--- src/rtl/bru_pkg.sv ---
// Shared definitions for the branch-history predictor: 2-bit counter
// encodings and the saturating next-state rule used for training and bypass.
package bru_pkg;

    typedef enum logic [1:0] {
        BHT_SNT = 2'b00,
        BHT_WNT = 2'b01,
        BHT_WT  = 2'b10,
        BHT_ST  = 2'b11
    } bht_state_e;

    localparam bht_state_e BHT_RESET = BHT_WNT;

    // Move one step toward taken (inc=1) or not-taken (inc=0), sticking at the ends.
    function automatic bht_state_e bht_next_state(input bht_state_e cur, input logic inc);
        bht_state_e nxt;
        nxt = cur;
        if (inc) begin
            if (cur != BHT_ST) begin
                nxt = bht_state_e'(cur + 2'd1);
            end
        end else begin
            if (cur != BHT_SNT) begin
                nxt = bht_state_e'(cur - 2'd1);
            end
        end
        return nxt;
    endfunction

    function automatic logic bht_predict(input bht_state_e cur);
        return cur[1];
    endfunction

endpackage

--- src/rtl/bru_sat_counter.sv ---
// One 2-bit saturating direction counter; one instance per table entry.
module bru_sat_counter
    import bru_pkg::*;
(
    input  logic       clk_in,
    input  logic       rst_in,
    input  logic       en_in,
    input  logic       inc_in,
    output logic [1:0] state_out
);

    bht_state_e state_reg;
    bht_state_e state_next;

    always_comb begin
        state_next = state_reg;
        if (en_in) begin
            state_next = bht_next_state(state_reg, inc_in);
        end
    end

    always_ff @(posedge clk_in) begin
        if (rst_in) begin
            state_reg <= BHT_RESET;
        end else begin
            state_reg <= state_next;
        end
    end

    assign state_out = state_reg;

endmodule

--- src/rtl/bru_bht.sv ---
// Branch history table: bimodal or gshare-indexed 2-bit counters, trained by
// BRU feedback, with saturating lookup and misprediction statistics.
module bru_bht
    import bru_pkg::*;
#(
    parameter int XLEN     = 32,
    parameter int IDX_BITS = 6,
    parameter int GSHARE   = 0,
    parameter int GHR_BITS = 6,
    parameter int CNT_W    = 16
) (
    input  logic                clk_in,
    input  logic                rst_in,
    input  logic                pred_valid_in,
    input  logic [XLEN-1:0]     pred_pc_in,
    output logic                pred_valid_out,
    output logic                pred_taken_out,
    output logic [IDX_BITS-1:0] pred_idx_out,
    input  logic                upd_en_in,
    input  logic [IDX_BITS-1:0] upd_idx_in,
    input  logic                upd_taken_in,
    input  logic                upd_mispredict_in,
    output logic [CNT_W-1:0]    lookups_out,
    output logic [CNT_W-1:0]    mispred_out
);

    localparam int NUM_ENTRIES = 1 << IDX_BITS;

    generate
        if (GHR_BITS < 1 || GHR_BITS > IDX_BITS) begin : g_bad_ghr
            $error("bru_bht: GHR_BITS must be within 1..IDX_BITS");
        end
    endgenerate

    logic [IDX_BITS-1:0] base_idx;
    logic [IDX_BITS-1:0] lookup_idx;
    logic [GHR_BITS-1:0] ghr_reg;
    logic [GHR_BITS-1:0] ghr_next;
    logic [GHR_BITS-1:0] ghr_shifted;
    logic [1:0]          cnt_state [NUM_ENTRIES];
    bht_state_e          lookup_state;
    bht_state_e          lookup_state_fwd;

    logic                pred_valid_reg;
    logic                pred_taken_reg;
    logic [IDX_BITS-1:0] pred_idx_reg;
    logic                pred_taken_next;
    logic [CNT_W-1:0]    lookups_reg;
    logic [CNT_W-1:0]    lookups_next;
    logic [CNT_W-1:0]    mispred_reg;
    logic [CNT_W-1:0]    mispred_next;

    // Only the word-aligned index field of the PC participates in the lookup.
    assign base_idx = pred_pc_in[IDX_BITS+1:2];

    generate
        if (XLEN > IDX_BITS + 2) begin : g_pc_hi
            logic unused_pc_bits;
            assign unused_pc_bits = ^{pred_pc_in[XLEN-1:IDX_BITS+2], pred_pc_in[1:0]};
        end else begin : g_pc_lo
            logic unused_pc_bits;
            assign unused_pc_bits = ^pred_pc_in[1:0];
        end
    endgenerate

    generate
        if (GSHARE != 0) begin : g_gshare
            assign lookup_idx = base_idx ^ IDX_BITS'(ghr_reg);
        end else begin : g_bimodal
            assign lookup_idx = base_idx;
        end
    endgenerate

    generate
        for (genvar gi = 0; gi < NUM_ENTRIES; gi++) begin : g_cnt
            bru_sat_counter u_cnt (
                .clk_in    (clk_in),
                .rst_in    (rst_in),
                .en_in     (upd_en_in && (upd_idx_in == IDX_BITS'(gi))),
                .inc_in    (upd_taken_in),
                .state_out (cnt_state[gi])
            );
        end
    endgenerate

    // Write-first: a same-cycle update to the looked-up entry is forwarded.
    always_comb begin
        lookup_state     = bht_state_e'(cnt_state[lookup_idx]);
        lookup_state_fwd = lookup_state;
        if (upd_en_in && (upd_idx_in == lookup_idx)) begin
            lookup_state_fwd = bht_next_state(lookup_state, upd_taken_in);
        end
        pred_taken_next = bht_predict(lookup_state_fwd);
    end

    generate
        if (GHR_BITS == 1) begin : g_ghr_one
            assign ghr_shifted = upd_taken_in;
        end else begin : g_ghr_multi
            assign ghr_shifted = {ghr_reg[GHR_BITS-2:0], upd_taken_in};
        end
    endgenerate

    // History only advances on resolved branches, so it is never speculative.
    always_comb begin
        ghr_next = ghr_reg;
        if (upd_en_in) begin
            ghr_next = ghr_shifted;
        end
    end

    always_comb begin
        lookups_next = lookups_reg;
        if (pred_valid_in && (lookups_reg != {CNT_W{1'b1}})) begin
            lookups_next = lookups_reg + CNT_W'(1);
        end
        mispred_next = mispred_reg;
        if (upd_en_in && upd_mispredict_in && (mispred_reg != {CNT_W{1'b1}})) begin
            mispred_next = mispred_reg + CNT_W'(1);
        end
    end

    always_ff @(posedge clk_in) begin
        if (rst_in) begin
            pred_valid_reg <= 1'b0;
            pred_taken_reg <= 1'b0;
            pred_idx_reg   <= '0;
            ghr_reg        <= '0;
            lookups_reg    <= '0;
            mispred_reg    <= '0;
        end else begin
            pred_valid_reg <= pred_valid_in;
            if (pred_valid_in) begin
                pred_taken_reg <= pred_taken_next;
                pred_idx_reg   <= lookup_idx;
            end
            ghr_reg     <= ghr_next;
            lookups_reg <= lookups_next;
            mispred_reg <= mispred_next;
        end
    end

    assign pred_valid_out = pred_valid_reg;
    assign pred_taken_out = pred_taken_reg;
    assign pred_idx_out   = pred_idx_reg;
    assign lookups_out    = lookups_reg;
    assign mispred_out    = mispred_reg;

endmodule
--- config.mk ---
export PLATFORM = sky130hd
export DESIGN_NAME = bru_bht
export DESIGN_NICKNAME = d
export VERILOG_FILES = /design/src/rtl/bru_pkg.sv /design/src/rtl/bru_sat_counter.sv /design/src/rtl/bru_bht.sv
export SDC_FILE = /design/constraint.sdc
export NUM_CORES = 1
export LEC_CHECK = 0
export ABC_AREA = 1
export CORE_ASPECT_RATIO = 0.9
export CORE_MARGIN = 4
export CORE_UTILIZATION = 45
export CTS_BUF_LIST = sky130_fd_sc_hd__clkbuf_4 sky130_fd_sc_hd__clkbuf_8
export DETAILED_ROUTE_END_ITERATION = 7
export HOLD_SLACK_MARGIN = 0.08
export SYNTH_ARGS = -nofsm -noshare
export SYNTH_HDL_FRONTEND = slang
export SYNTH_SLANG_ARGS = --single-unit
--- constraint.sdc ---
create_clock -name clk_in -period 5.1 [get_ports clk_in]
set_clock_uncertainty 0.2 [all_clocks]
set_input_delay 0.51 -clock clk_in [delete_from_list [all_inputs] [get_ports clk_in]]
set_output_delay 0.51 -clock clk_in [all_outputs]
set_load 0.005 [all_outputs]
After elaboration in Yosys (flattened, before gate mapping)
Index checks and enable logic that the tools add are counted.
- output and inout port bits: 40
- register bits: 168
- eq/ne operators: 195
- bitwise gates (word level): 1
- reductions and logical operators: 262
- magnitude comparators: 1
- $add $sub $neg: 132
- muxes and demuxes: 199
- operators by type and width (cell ; number):
    $mux W2 ; 198
    $reduce_bool A2 Y1 ; 129
    $eq A6 B6 Y1 const B ; 32
    $reduce_and A3 Y1 ; 64
    $add A2 B1 Y2 const B ; 65
    $ne A2 B2 Y1 const B ; 65
    $sub A2 B1 Y2 const B ; 65
    $ne A2 B1 Y1 const B ; 64
    $eq A6 B5 Y1 const B ; 16
    $logic_and A1 B1 Y1 ; 68
    $eq A6 B4 Y1 const B ; 8
    $add A16 B1 Y16 const B ; 2
    $ne A16 B16 Y1 const B ; 2
    $eq A6 B3 Y1 const B ; 4
    $bmux W2 S6 ; 1
    $eq A6 B2 Y1 const B ; 2
    $ge A7 B7 Y1 const B ; 1
    $not A6 Y7 ; 1
    $eq A6 B1 Y1 const B ; 1
    $eq A6 B6 Y1 ; 1
    $logic_not A6 Y1 ; 1

Logic depth before layout (Yosys ltp)
- depth after elaboration: 8
- gate-level depth with buffers: 14

By module
Synthesis repeated with hierarchy kept, for this count alone.
- cells, all modules: 1813
- area, all modules: 10560.1 sq um
- modules (own cells, without submodules) (module ; sequential area each (sq um) ; instances ; cells each ; area an instance (sq um)):
    bru_sat_counter ; 40.0 ; 64 ; 18 ; 108.9
    bru_bht ; 800.8 ; 1 ; 661 ; 3593.4

Least setup slack after synthesis
OpenSTA, ideal clock, no wires.
- kind: register -> register
- start: reg mispred_reg[0], in the netlist mispred_out[0]
- end: reg mispred_reg[14], in the netlist mispred_out[14]
- arrival time: 1.638 ns
- cell stages (with the launch flop): 13
- path slack: 3.147 ns
- buffers on the path: 0
- library setup time: 0.115 ns
- cells stage by stage: dfxtp_1 ha_1 nand3_1 nor2_1 nand3_1 nand3_2 inv_2 nand2_1 nor2_2 inv_1 nor3_2 a21oi_1 o21a_1
- longest elaborated chain between the ends: 2
- elaborated cells between the ends (all ways): 3
- ends and longest elaborated chain (what ; line ; RTL):
    start: declaration ; bru_bht.sv:50 ; logic [CNT_W-1:0] mispred_reg;
    start signal: assignment ; bru_bht.sv:139 ; mispred_reg <= mispred_next;
    parallel branches: the longest is 2 deep, another holds $add A16 B1 Y16 ; -- ;
Parallel ways; which one is timed is not known.
A chain may end at the register's enable or synchronous reset.

Final worst setup path
- start: in pred_pc_in[3]
- end: reg pred_taken_reg, in the netlist pred_taken_out
- longest elaborated chain between the ends: 8
- elaborated cells between the ends (all ways): 14
- ends and longest elaborated chain (what ; line ; RTL):
    start: declaration ; bru_bht.sv:15 ; input logic [XLEN-1:0] pred_pc_in,
    $not A6 Y7 (implied by the code) ; bru_bht.sv:88 ; lookup_state = bht_state_e'(cnt_state[lookup_idx]);
    $bmux W2 S6 ; bru_bht.sv:88 ;
    $mux W2 (implied by the code) (2 in a row) ; bru_bht.sv:88 ;
    $sub A2 B1 Y2 (tied with other cells) ; bru_pkg.sv:24 ; nxt = bht_state_e'(cur - 2'd1);
    $mux W2, on equally long branches ; bru_pkg.sv:23, bru_pkg.sv:19 ;
    $mux W2 ; bru_pkg.sv:18 ; if (inc) begin
    $mux W2 (*) ; bru_bht.sv:90 ; if (upd_en_in && (upd_idx_in == lookup_idx)) begin
    end signal: assignment ; bru_bht.sv:134 ; pred_taken_reg <= pred_taken_next;
    end: declaration ; bru_bht.sv:45 ; logic pred_taken_reg;
Every way passes the cells marked *; elsewhere a longest branch is shown, timed or not. The select of a mux whose other input is x is not followed.

==> flow_summary.json <==
{
  "status": "complete, no violations",
  "final_common_cell": "nand2_1",
  "met2_length_mm": 11.46,
  "clock-sinks": 168,
  "root_buffer": "clkbuf_8",
  "synthCells": 1442,
  "crit_path_cell_trace": "clkdlybuf4s50_1 -> inv_2 -> nand3_1 -> nand3_1 -> nand2_1 -> nand2_1 -> nand3_1 -> nand3_1 -> nand2_1 -> inv_1 -> nand2_1 -> nand3_1 -> a21oi_1",
  "initial_utilization_pct": 46.01,
  "post-route-min-period_ns": 3.001,
  "io_pins": 84,
  "syn_avg_cell_area_um2": 6.417,
  "min_to": "pred_taken_out$_SDFFE_PP0P_",
  "drtPass1Iterations": 5,
  "wl_met3_mm": 1.511,
  "syn-cell-area_um2": 9253,
  "ys_types": 36,
  "maxUsedRoutingLayer": "met4",
  "fin_cells": 1725,
  "critical_path_depth": 13,
  "drv_cap": 0,
  "fp-row-count": 49,
  "crit_buf_inv": 3,
  "r2r-start": "mispred_out[0]$_SDFFE_PP0P_",
  "cts_resized": 0,
  "dieArea_um2": 22920,
  "finalSetupViolCount": 0,
  "overflow": 0,
  "grt_pass1_vias": 8349,
  "min_path_type": "flip-flop to flip-flop",
  "max_stage_delay_ns": 0.77,
  "diodes": 0,
  "routed_wl_mm": 25.68,
  "post-place-cells": 1693,
  "nets": 1503,
  "fin_crit_sh_pct": 58.84,
  "cp.required_ns": 5.22,
  "relSlewSlack_pct": 39.51,
  "area_growth_pct": 11.20,
  "finalSetupTns_ns": 0,
  "ctsHoldBuffers": 0,
  "via_count": 9257,
  "ff2ff_path_depth": 12,
  "grt_setup_unrepaired": "no",
  "yosys_register_bits": 168,
  "p_per_area_nw_per_um2": 253.0,
  "path_max_fanout": 34,
  "r2r_setup_slack_ns": 2.81,
  "clock_latency_ns": 0.48,
  "whs_path_depth": 2,
  "seq_area_um2": 3363,
  "r2r_end": "mispred_out[14]$_SDFFE_PP0P_",
  "grt_max_degree": 76,
  "clk_pin_slew_ns": 0.10,
  "cp_common_cell": "nand3_1",
  "antenna_left": 0,
  "max_freq_ghz": 0.3332,
  "antenna_found_initial": 0,
  "min_from": "pred_taken_out$_SDFFE_PP0P_",
  "crit_family": "buffers and inverters",
  "start_kind": "input port",
  "portBuffers": 57,
  "die_w_um": 159.2,
  "tightest_slew_ns": 0.9060,
  "die_y_um": 144.0,
  "drive_above_1_share_pct": 5.782,
  "finalHoldViolCount": 0,
  "layout_common_cells": "nand2_1 (290), inv_1 (168), dfxtp_1 (168), nand3_1 (164), nor2_1 (159)",
  "crit_type": "input port to flip-flop",
  "cts_tree": "built",
  "vias_per_cell": 5.366,
  "grt.total_usage_pct": 22.58,
  "yosys_warnings": 0,
  "first_iter_violations": 979,
  "final_max_slew_viol_count": 0,
  "end_kind": "flip-flop",
  "synth_fp_nets": 1488,
  "final_util_pct": 51.16,
  "fillCellCount": 2054,
  "peakVddDrop_v": 0.0001179,
  "htreeDepth": 4,
  "cts_made_buffers": 17,
  "slowest_stage": "clkdlybuf4s50_1",
  "cts_setup_buffers": 0,
  "wl_met1_mm": 12.49,
  "leakage_nw": 3.724,
  "core_um2": 20110,
  "cts_buffer_depth": 2,
  "grt_first_pass_wirelength_mm": 42.59,
  "place_congestion": 0.8296,
  "dp_hpwl_mm": 16.79,
  "synth_seq_area_share_pct": 36.35,
  "critPathLaunch": "pred_pc_in[3]",
  "fin_total_pwr_w": 0.002603,
  "multi_input_area_um2": 4931,
  "arrival_ns": 3.12,
  "drc_errors": 0,
  "wl_per_cell_um": 14.89
}
tightest hold or removal path, cell delays in order (launching register included):
cell and delay (ns):
dfxtp_1 0.32, nand2_1 0.06, a21oi_1 0.06
metrics by stage:
stage / hold WS [ns] / setup WS (ns) / cell area, um2
CTS: 0.2773 / 2.144 / 10290
finish: 0.2768 / 2.099 / 10290
global route: 0.3060 / 1.963 / 10290
floorplan: 0.2538 / 3.147 / 9253
global placement: 0.2592 / 1.634 / 9887
detailed placement: 0.2633 / 1.651 / 9887
logic make-up after synthesis:
| logic type | after synthesis | share of synthesized area, % |
|---|---|---|
| simple gates | 687 | 32.17 |
| compound gates | 335 | 20.28 |
| buf+inv | 244 | 10.36 |
| flops | 168 | 36.35 |
| xor+xnor | 6 | 0.5679 |
| fa+ha+maj | 2 | 0.2704 |
how the worst max path moves through the flow:
stage / endpoint / slack (ns)
after global placement: pred_taken_out$_SDFFE_PP0P_ / 1.63
after CTS: pred_taken_out$_SDFFE_PP0P_ / 2.14
final: pred_taken_out$_SDFFE_PP0P_ / 2.10
after detailed placement: pred_taken_out$_SDFFE_PP0P_ / 1.65
after floorplan: mispred_out[14]$_SDFFE_PP0P_ / 3.15
after global routing: pred_taken_out$_SDFFE_PP0P_ / 1.96
synthesized netlist by cell type (all sizes together):
cell     instances  share of area [%]
nand2          290                 12
nor3            17                1.0
a31oi            4               0.27
nand4            5               0.34
clkbuf          42                1.7
nand3          165                9.0
a21boi           6               0.49
inv            174                7.1
xor2             2               0.19
xnor2            4               0.38
buf             26                1.5
nand3b           6               0.49
dfxtp          168                 36
nor2           160                6.5
clkinv           2              0.081
o21ai          130                7.0
a2111oi          1               0.16
and3             1              0.068
nor4             4               0.27
o31ai            7               0.57
a22oi           16                1.3
or2             33                2.2
a21oi          137                7.4
o211ai           1              0.081
o22ai           10               0.68
a221o           15                1.6
o2111ai          2               0.19
o21a             6               0.49
nor3b            6               0.49
ha               2               0.27
cell type report:
cell class | count | area share (%)
multi-input cells | 1030 | 47.93
flip-flops and latches | 168 | 32.69
clock buffers | 18 | 2.408
clock inverters | 14 | 1.496
well taps | 255 | 3.101
inverters | 176 | 6.421
repair buffers | 64 | 5.959
routing by layer:
| metal | track usage, % | vias to the layer above |
|---|---|---|
| met5 | 0 | - |
| met4 | 5.114 | 0 |
| met3 | 3.505 | 18 |
| met2 | 36.50 | 203 |
| met1 | 32.19 | 4243 |
| li1 | - | 4793 |
registers in the layout, indices dropped and copies added (netlist names):
name                   cells
g_cnt.u_cnt.state_out    128
mispred_out               16
pred_valid_out             1
lookups_out               16
pred_taken_out             1
pred_idx_out               6
report_power, final:
part / total (W) / switching (W) / leakage (nW) / internal (W)
logic: 0.000264 / 0.000183 / 2.16 / 0.0000810
registers: 0.00133 / 0.0000100 / 1.36 / 0.00132
clock network: 0.00101 / 0.000581 / 0.201 / 0.000424
No activity file was read; power rests on OpenSTA's default activity.
